### src/rtl/hc165_pkg.sv
// hc165_pkg: state encoding and counter sizing shared by the HC165 reader blocks.
package hc165_pkg;

    typedef enum logic [2:0] {
        IDLE     = 3'd0,
        LOAD     = 3'd1,
        SETTLE   = 3'd2,
        SHIFT_LO = 3'd3,
        SHIFT_HI = 3'd4,
        DONE     = 3'd5
    } state_t;

    // Counter width for values 0..n-1, never narrower than one bit.
    function automatic int cw(input int n);
        return (n <= 1) ? 1 : $clog2(n);
    endfunction

endpackage

### src/rtl/hc165_reader_if.sv
// hc165_reader_if: chain pins plus the valid/ready word handshake of the HC165 reader.
interface hc165_reader_if #(
    parameter int W = 8
);
    logic         start;
    logic         busy;
    logic         shld;
    logic         sclk;
    logic         ser_in;
    logic [W-1:0] data_out;
    logic         valid;
    logic         ready;
    logic         overrun;

    modport master (
        input  start, ser_in, ready,
        output busy, shld, sclk, data_out, valid, overrun
    );

    modport slave (
        output start, ser_in, ready,
        input  busy, shld, sclk, data_out, valid, overrun
    );
endinterface

### src/rtl/hc165_tick.sv
// hc165_tick: divider that fires every DIV cycles and restarts its period on demand.
module hc165_tick
    import hc165_pkg::*;
#(
    parameter int DIV = 4
) (
    input  logic clk,
    input  logic rst_n,
    input  logic restart,
    output logic tick
);
    localparam int CW = cw(DIV);
    localparam logic [CW-1:0] TOP = CW'(DIV - 1);

    logic [CW-1:0] cnt;

    assign tick = cnt == '0;

    always_ff @(posedge clk or negedge rst_n)
        if (!rst_n) cnt <= '0;
        else cnt <= (restart || tick) ? TOP : cnt - 1'b1;
endmodule

### src/rtl/hc165_reader.sv
// hc165_reader: loads and shifts a daisy-chained HC165 string, presents the word via valid/ready.
// Define HC165_READER_AUTO_EN for free-running polling with overrun reporting.
module hc165_reader
    import hc165_pkg::*;
#(
    parameter int WIDTH   = 8,
    parameter int CHIPS   = 1,
    parameter int CLK_DIV = 4
) (
    input  logic clk,
    input  logic rst_n,
    hc165_reader_if.master bus
);
    localparam int TOTAL = WIDTH * CHIPS;
    localparam int IW = cw(TOTAL);
    localparam logic [IW-1:0] LAST = IW'(TOTAL - 1);

    state_t state, state_n;
    logic tick, cap, entry, go, hold;
    logic shld_q, sclk_q, valid_q;
    logic [IW-1:0] idx;
    logic [TOTAL-1:0] sbuf, word, data_q;

`ifdef HC165_READER_AUTO_EN
    logic unused_start;
    logic overrun_q;
    assign unused_start = bus.start;
    assign go = 1'b1;
    assign hold = 1'b0;
    assign bus.overrun = overrun_q;
    // A finished word replaces one nobody took; a same-edge accept is not a loss.
    always_ff @(posedge clk or negedge rst_n)
        if (!rst_n) overrun_q <= 1'b0;
        else overrun_q <= entry && valid_q && !bus.ready;
`else
    assign go = bus.start;
    assign hold = !(valid_q && bus.ready);
    assign bus.overrun = 1'b0;
`endif

    hc165_tick #(.DIV(CLK_DIV)) u_tick (
        .clk     (clk),
        .rst_n   (rst_n),
        .restart (state_n != state),
        .tick    (tick)
    );

    assign cap = state == SHIFT_LO && tick;
    assign entry = state_n == DONE && state != DONE;
    assign bus.busy = state != IDLE;
    assign bus.shld = shld_q;
    assign bus.sclk = sclk_q;
    assign bus.valid = valid_q;
    assign bus.data_out = data_q;

    // Buffer with the bit being sampled this cycle already merged in.
    always_comb begin
        word = sbuf;
        word[idx] = bus.ser_in;
    end

    always_comb begin
        state_n = state;
        case (state)
            IDLE:     state_n = go ? LOAD : IDLE;
            LOAD:     state_n = tick ? SETTLE : LOAD;
            SETTLE:   state_n = tick ? SHIFT_LO : SETTLE;
            SHIFT_LO: state_n = !tick ? SHIFT_LO : (idx == LAST) ? DONE : SHIFT_HI;
            SHIFT_HI: state_n = tick ? SHIFT_LO : SHIFT_HI;
            DONE:     state_n = hold ? DONE : IDLE;
            default:  state_n = IDLE;
        endcase
    end

    // Pin outputs follow the next state so they line up with the state they belong to.
    always_ff @(posedge clk or negedge rst_n)
        if (!rst_n) begin
            state   <= IDLE;
            idx     <= '0;
            sbuf    <= '0;
            data_q  <= '0;
            valid_q <= 1'b0;
            shld_q  <= 1'b1;
            sclk_q  <= 1'b0;
        end else begin
            state   <= state_n;
            shld_q  <= state_n != LOAD;
            sclk_q  <= state_n == SHIFT_HI;
            idx     <= (state == IDLE) ? '0 : (cap && idx != LAST) ? idx + 1'b1 : idx;
            sbuf    <= cap ? word : sbuf;
            data_q  <= entry ? word : data_q;
            valid_q <= entry || (valid_q && !bus.ready);
        end
endmodule

### src/flat_wrapper.sv
// flat-port wrapper written by rule: the top's interface ports become plain ports
module hc165_reader_flat import hc165_pkg::*;
#(
    parameter int WIDTH   = 8,
    parameter int CHIPS   = 1,
    parameter int CLK_DIV = 4
)
  (clk, rst_n, bus_start, bus_ser_in, bus_ready, bus_busy, bus_shld, bus_sclk, bus_data_out, bus_valid, bus_overrun);
  hc165_reader_if #(.W(8)) bus_i ();
  input  logic clk;
  input  logic rst_n;
  input wire logic [$bits(bus_i.start)-1:0] bus_start;
  input wire logic [$bits(bus_i.ser_in)-1:0] bus_ser_in;
  input wire logic [$bits(bus_i.ready)-1:0] bus_ready;
  output wire logic [$bits(bus_i.busy)-1:0] bus_busy;
  output wire logic [$bits(bus_i.shld)-1:0] bus_shld;
  output wire logic [$bits(bus_i.sclk)-1:0] bus_sclk;
  output wire logic [$bits(bus_i.data_out)-1:0] bus_data_out;
  output wire logic [$bits(bus_i.valid)-1:0] bus_valid;
  output wire logic [$bits(bus_i.overrun)-1:0] bus_overrun;
  assign bus_i.start = bus_start;
  assign bus_i.ser_in = bus_ser_in;
  assign bus_i.ready = bus_ready;
  assign bus_busy = bus_i.busy;
  assign bus_shld = bus_i.shld;
  assign bus_sclk = bus_i.sclk;
  assign bus_data_out = bus_i.data_out;
  assign bus_valid = bus_i.valid;
  assign bus_overrun = bus_i.overrun;
  hc165_reader #(.WIDTH(WIDTH), .CHIPS(CHIPS), .CLK_DIV(CLK_DIV)) u_core (.clk(clk), .rst_n(rst_n), .bus(bus_i));
endmodule
### config.mk
export PLATFORM = sky130hd
export DESIGN_NAME = hc165_reader_flat
export DESIGN_NICKNAME = d
export VERILOG_FILES = /design/src/rtl/hc165_pkg.sv /design/src/rtl/hc165_reader_if.sv /design/src/rtl/hc165_tick.sv /design/src/rtl/hc165_reader.sv /design/src/flat_wrapper.sv
export SDC_FILE = /design/constraint.sdc
export NUM_CORES = 1
export LEC_CHECK = 0
export CAP_MARGIN = 20
export CORE_MARGIN = 3
export CORE_UTILIZATION = 40
export CTS_CLUSTER_DIAMETER = 40
export DETAILED_ROUTE_END_ITERATION = 10
export DONT_BUFFER_PORTS = 1
export GPL_TIMING_DRIVEN = 0
export PLACE_DENSITY = 0.65
export SLEW_MARGIN = 40
export SYNTH_ARGS = -nofsm -noshare
export SYNTH_HDL_FRONTEND = slang
export SYNTH_SLANG_ARGS = --single-unit
### constraint.sdc
create_clock -name clk -period 3.1 [get_ports clk]
set_clock_uncertainty 0.15 [all_clocks]
set_input_delay 0 -clock clk [delete_from_list [all_inputs] [get_ports clk]]
set_output_delay 0 -clock clk [all_outputs]
set_load 0.01 [all_outputs]
==> results of run 1 <==
[placed cells by master (no fill, tap or decap), types with 2 or more instances in the layout]
| cell type | count |
|---|---|
| o31ai_1 | 2 |
| a221oi_1 | 2 |
| dlygate4sd3_1 | 4 |
| buf_2 | 5 |
| dfrtp_1 | 26 |
| clkbuf_1 | 2 |
| or3_1 | 2 |
| inv_1 | 8 |
| nand3b_1 | 3 |
| nor3_1 | 2 |
| o21ai_0 | 6 |
| buf_6 | 3 |
| mux2i_1 | 10 |
| ha_1 | 3 |
| clkbuf_4 | 3 |
| nand3_1 | 4 |
| o21ai_1 | 4 |
| buf_4 | 3 |
| nor3b_1 | 3 |
| nand2_1 | 8 |
| buf_12 | 2 |
| a21oi_1 | 20 |
[worst paths after layout]
path | from | end
worst max-delay path | u_core.state[2]$_DFF_PN0_ | bus_busy
worst max register to register | u_core.idx[0]$_DFFE_PN0P_ | u_core.bus.sclk$_DFF_PN0_
worst min-delay path | rst_n | u_core.sbuf[3]$_DFFE_PN0P_
max in group asynchronous | rst_n | u_core.sbuf[1]$_DFFE_PN0P_
min in group clk | bus_ready | u_core.bus.valid$_DFF_PN0_
worst min register to register | u_core.u_tick.cnt[0]$_DFF_PN0_ | u_core.u_tick.cnt[0]$_DFF_PN0_
[what timing repair did]
| action | 4_1_cts | 5_1_grt |
|---|---|---|
| hold endpoints to repair | 39 | 0 |
| buffers inserted | 0 | 0 |
| hold buffers | 6 | 0 |
[final cells by class]
type	count	area [µm²]	share of cell area, %
Buffer	13	88.8	5.60
Clock inverter	1	5.00	0.316
Multi-Input combinational cell	88	624	39.4
Timing Repair Buffer	6	80.1	5.05
Inverter	8	30.0	1.89
Clock buffer	3	22.5	1.42
Tap cell	46	57.6	3.63
Sequential cell	27	677	42.7
[critical path, stage by stage, from the launching register on]
cell and delay, ps:
dfrtp_1 440, buf_6 150, nor3_1 560, inv_1 200
[sequential cells by signal, indices dropped and copies added, names as in the netlist]
signal / cells
u_core.bus.shld: 1
u_core.bus.sclk: 1
u_core.state: 3
u_core.idx: 3
u_core.u_tick.cnt: 2
u_core.sbuf: 8
u_core.bus.data_out: 8
u_core.bus.valid: 1
[synthesized netlist by cell type (all sizes together) (2+ instances only)]
| cell type | count | area (µm²) |
|---|---|---|
| inv | 8 | 30.0 |
| nand3b | 3 | 22.5 |
| buf | 11 | 81.3 |
| dfrtp | 26 | 651 |
| nor3 | 2 | 10.0 |
| a21oi | 20 | 100 |
| or3 | 2 | 12.5 |
| nand3 | 4 | 20.0 |
| mux2i | 10 | 100 |
| clkbuf | 2 | 7.51 |
| ha | 3 | 37.5 |
| a221oi | 2 | 17.5 |
| nand4b | 2 | 32.5 |
| mux2 | 2 | 22.5 |
| nand2 | 8 | 30.0 |
| o21ai | 10 | 50.1 |
| nor3b | 3 | 22.5 |
| o31ai | 2 | 15.0 |
[kinds of logic (layout without fill, tap and decap cells)]
| kind of cell | after synthesis | count (layout) | share of synthesized area (%) |
|---|---|---|---|
| XOR/XNOR | 1 | 1 | 0.617 |
| other | 1 | 1 | 0.264 |
| AO/OA/AOI/OAI | 40 | 40 | 16.3 |
| multiplexers | 12 | 12 | 8.63 |
| adder cells (fa/ha/maj) | 3 | 3 | 2.64 |
| AND/OR/NAND/NOR | 31 | 31 | 15.5 |
| buffers and inverters | 21 | 31 | 8.37 |
| flip-flops | 27 | 27 | 47.7 |
[report_power, final]
group	internal, mW	switching (mW)	total, mW
sequential	0.431	0.0447	0.475
clock	0.0485	0.110	0.158
combinational	0.185	0.226	0.412
[per-layer routing]
| layer | wire length [µm] | vias to the layer above | part of all wire, % |
|---|---|---|---|
| li1 | - | 508 | - |
| met3 | 101 | 4 | 3.6 |
| met1 | 1230 | 521 | 44 |
| met2 | 1410 | 18 | 51 |
| met5 | 0 | - | 0 |
| met4 | 32 | 0 | 1.2 |
==> results.cfg, run 1 <==
[run_status]
status = completed

[logic_synthesis]
postSynthAreaPerCell_um2 = 10.4
ys_seq_area_share_pct = 47.7
ys_ff_latch = 27
synth_nets = 144
synth_edf_count = 0
yosysWarnings = 0
synth_flop_cell = dfrtp_1
synth_cell_types = 39
synthArstFlopShare_pct = 100
syn-cell-area_um2 = 1420
syn-instance-count = 136

[timing]
fin_setup_tns_ps = 0
worst_slack_ps = 1280
min_period_ps = 1820
slew_viol_final = 0
rsz0062_at_grt = no
fin_hold_ws_ps = 28.1
setup_violations = 0
fmax_mhz = 549
worstMarginPinSlew_ps = 655
fin_crit_sh_pct = 58.8
final_hold_viol_count = 0
max_slew_margin_pct = 56.0

[final_layout]
drive_gt1_share_pct = 15.8
final_core_util_pct = 46.8
fill_cells = 320
instances_no_fill = 192
area_growth_syn_to_layout_pct = 11.6
diodes = 0
num-nets-final = 155
stdcell_area_um2 = 1590

[power_and_ir_drop]
p_per_area_nw_per_um2 = 659
finalPower_mw = 1.04
ir_worst_vdd_v = 0.000263
p_leak_nw = 0.702

[clock_network]
cts.sinks = 27
htree_levels = 1
cts_buffers = 3
clkLatencyLatePin_ps = 330
cts_tree = done
cts_buffer_depth = 2
clk_pin_slew_worst_paths_ps = 150
cts-root-buf = clkbuf_4
cts-resized-gates = 0

[worst_setup_path]
cp-start-kind = register
cp.required_ps = 2950
rrSetupSlack_ps = 1310
path_max_fanout = 10
r2r_cells = 5
end_kind = output pin
crit_type = register to output pin
arrival_ps = 1670

[detailed_routing]
vias = 1051
wl_per_cell_um = 14.5
dr.pass1.iters = 4
drt_wl_total_mm = 2.78
drc_errors = 0
vias_per_cell = 5.47
drtIter0Drc = 37
ant_nets = 0

[floorplan]
dieArea_um2 = 4300
coreArea_um2 = 3390
dieWidth_um = 65.6
io_pins = 18
die_h_um = 65.6
start_util_pct = 41.9
row_count = 21

[global_route]
grt_usage_pct = 14.2
grt_util_met3_pct = 2.22
antenna_found_initial = 0
met2_usage_pct = 23.9
grt_pass1_vias = 1058
globalRouteMet1Util_pct = 19.1
gr-total-overflow = 0
grt_max_degree = 27
grt_pass1_wl_mm = 4.87
top_usage_layer = met2

[placed_design]
gp_congestion = 0.725
portBuffers = 0
place_ws_ps = 1340
hpwl_mm = 1.90
dpl_cell_area_um2 = 1480
place_inst = 182

[run]
maxCapViolCount = 0

[worst_hold_path]
min_path_type = input port to asynchronous set/reset pin
No activity file was read; power rests on OpenSTA's default activity.
==> run 2, diff against run 1 <==
- clock period: 3.1 -> 1.9 ns (I/O delays scaled with it)
==> results.cfg, run 2 (synthesized netlist as in run 1, its figures left out) <==
[global_route]
grt_usage_pct = 14.2
grt_pass1_vias = 1058
gr-total-overflow = 0
antenna_found_initial = 0
grt_pass1_wl_mm = 4.87
grt_max_degree = 27

[power_and_ir_drop]
p_per_area_nw_per_um2 = 1080
p_leak_nw = 0.704
ir_worst_vdd_v = 0.000434

[detailed_routing]
wl_per_cell_um = 14.4
drt_wl_total_mm = 2.77
vias_per_cell = 5.49
vias = 1054
ant_nets = 0
drc_errors = 0
dr.pass1.iters = 4
drtIter0Drc = 47

[timing]
fin_crit_sh_pct = 93.2
setup_violations = 0
min_period_ps = 1770
fmax_mhz = 565
fin_setup_tns_ps = 0
worst_slack_ps = 129
slew_viol_final = 0
rsz0062_at_grt = no
final_hold_viol_count = 0

[placed_design]
portBuffers = 0
gp_congestion = 0.725
place_ws_ps = 142
hpwl_mm = 1.90

[final_layout]
diodes = 0
drive_gt1_share_pct = 17.1
num-nets-final = 155
area_growth_syn_to_layout_pct = 12.4
final_cell_mix = 26 x dfrtp_1, 20 x a21oi_1, 10 x mux2i_1, 8 x inv_1, 8 x nand2_1
fill_cells = 316
layout_commonest_cell = dfrtp_1

[floorplan]
die_h_um = 65.6
dieArea_um2 = 4300
start_util_pct = 41.9
dieWidth_um = 65.6
coreArea_um2 = 3390
io_pins = 18
row_count = 21

[clock_network]
cts_buffer_depth = 2
clkLatencyLatePin_ps = 330
htree_levels = 1
cts-root-buf = clkbuf_4
cts.sinks = 27
cts_tree = done
postCtsSetupBuffers = 0
cts_buffers = 3
clk_pin_slew_worst_paths_ps = 150

[worst_setup_path]
path_max_fanout = 10
rr_endpoint = u_core.idx[1]$_DFFE_PN0P_
rrSetupSlack_ps = 130
crit_type = register to register
cp-start-kind = register
r2r_start = u_core.idx[0]$_DFFE_PN0P_
arrival_ps = 1890
end_kind = register
r2r_cells = 5
cp.required_ps = 2020

[worst_hold_path]
min_path_type = input port to asynchronous set/reset pin

[run]
maxCapViolCount = 0

[run_status]
status = completed
run 2: cell types whose count changed in the layout (fill, tap and decap cells not counted):
cell      delta
a221oi_2     +1
nor3_1       -1
nor3_2       +1
a221oi_1     -1
run 2: where the power goes:
group          internal [mW]  switching (mW)
logic                  0.309           0.380
registers              0.703          0.0728
clock network         0.0791           0.178
run 2: repair_timing:
item                                    in CTS  in global routing
resized for setup                            0                  2
hold endpoints to repair                    39                  0
endpoints found under the setup margin       0                  2
hold buffers                                 6                  0
run 2: layout make-up:
type / instances / area, µm² / share of cell area, %
sequential: 27 / 677 / 42.4
clock inverter: 1 / 5.00 / 0.313
tap: 46 / 57.6 / 3.61
clock buffer: 3 / 22.5 / 1.41
buffer: 13 / 88.8 / 5.56
multi-input combinational: 88 / 636 / 39.8
timing repair buffer: 6 / 80.1 / 5.02
inverter: 8 / 30.0 / 1.88
run 2: critical path, stage by stage, from the launching register on:
cell and delay [ps]:
dfrtp_1 440, ha_1 170, ha_1 200, clkbuf_1 410, o21ai_0 180, a21oi_1 160
run 2: worst max-delay path by stage:
stage,from,to,slack [ps],depth (start not counted)
after floorplan,u_core.idx[0]$_DFFE_PN0P_,u_core.bus.sclk$_DFF_PN0_,280,5
after global placement,u_core.idx[0]$_DFFE_PN0P_,u_core.bus.sclk$_DFF_PN0_,170,5
after detailed placement,u_core.idx[0]$_DFFE_PN0P_,u_core.bus.sclk$_DFF_PN0_,140,5
after CTS,u_core.state[2]$_DFF_PN0_,bus_busy,70,3
after global routing,u_core.idx[0]$_DFFE_PN0P_,u_core.idx[1]$_DFFE_PN0P_,3,5
final,u_core.idx[0]$_DFFE_PN0P_,u_core.idx[1]$_DFFE_PN0P_,130,5
run 2: stage by stage:
stage | total power, mW | hold WS (ps) | instances | area (µm²) | util [%]
2_1_floorplan | 1.31 | -446 | 136 | 1420 | -
3_3_place_gp | 1.40 | -445 | 182 | 1480 | 43.6
3_5_place_dp | 1.43 | -445 | 182 | 1480 | 43.6
4_1_cts | 1.72 | 19.7 | 192 | 1590 | 46.8
5_1_grt | 1.86 | 20.8 | 192 | 1600 | 47.1
6_report | 1.72 | 28.8 | 192 | 1600 | 47.1
run 2: layer usage:
| metal | GRT usage [%] | part of all wire, % | vias to the layer above |
|---|---|---|---|
| met5 | 0 | 0 | - |
| met4 | 3.11 | 1.2 | 0 |
| met3 | 2.22 | 3.5 | 4 |
| met2 | 23.9 | 51 | 19 |
| met1 | 19.1 | 44 | 523 |
| li1 | - | - | 508 |
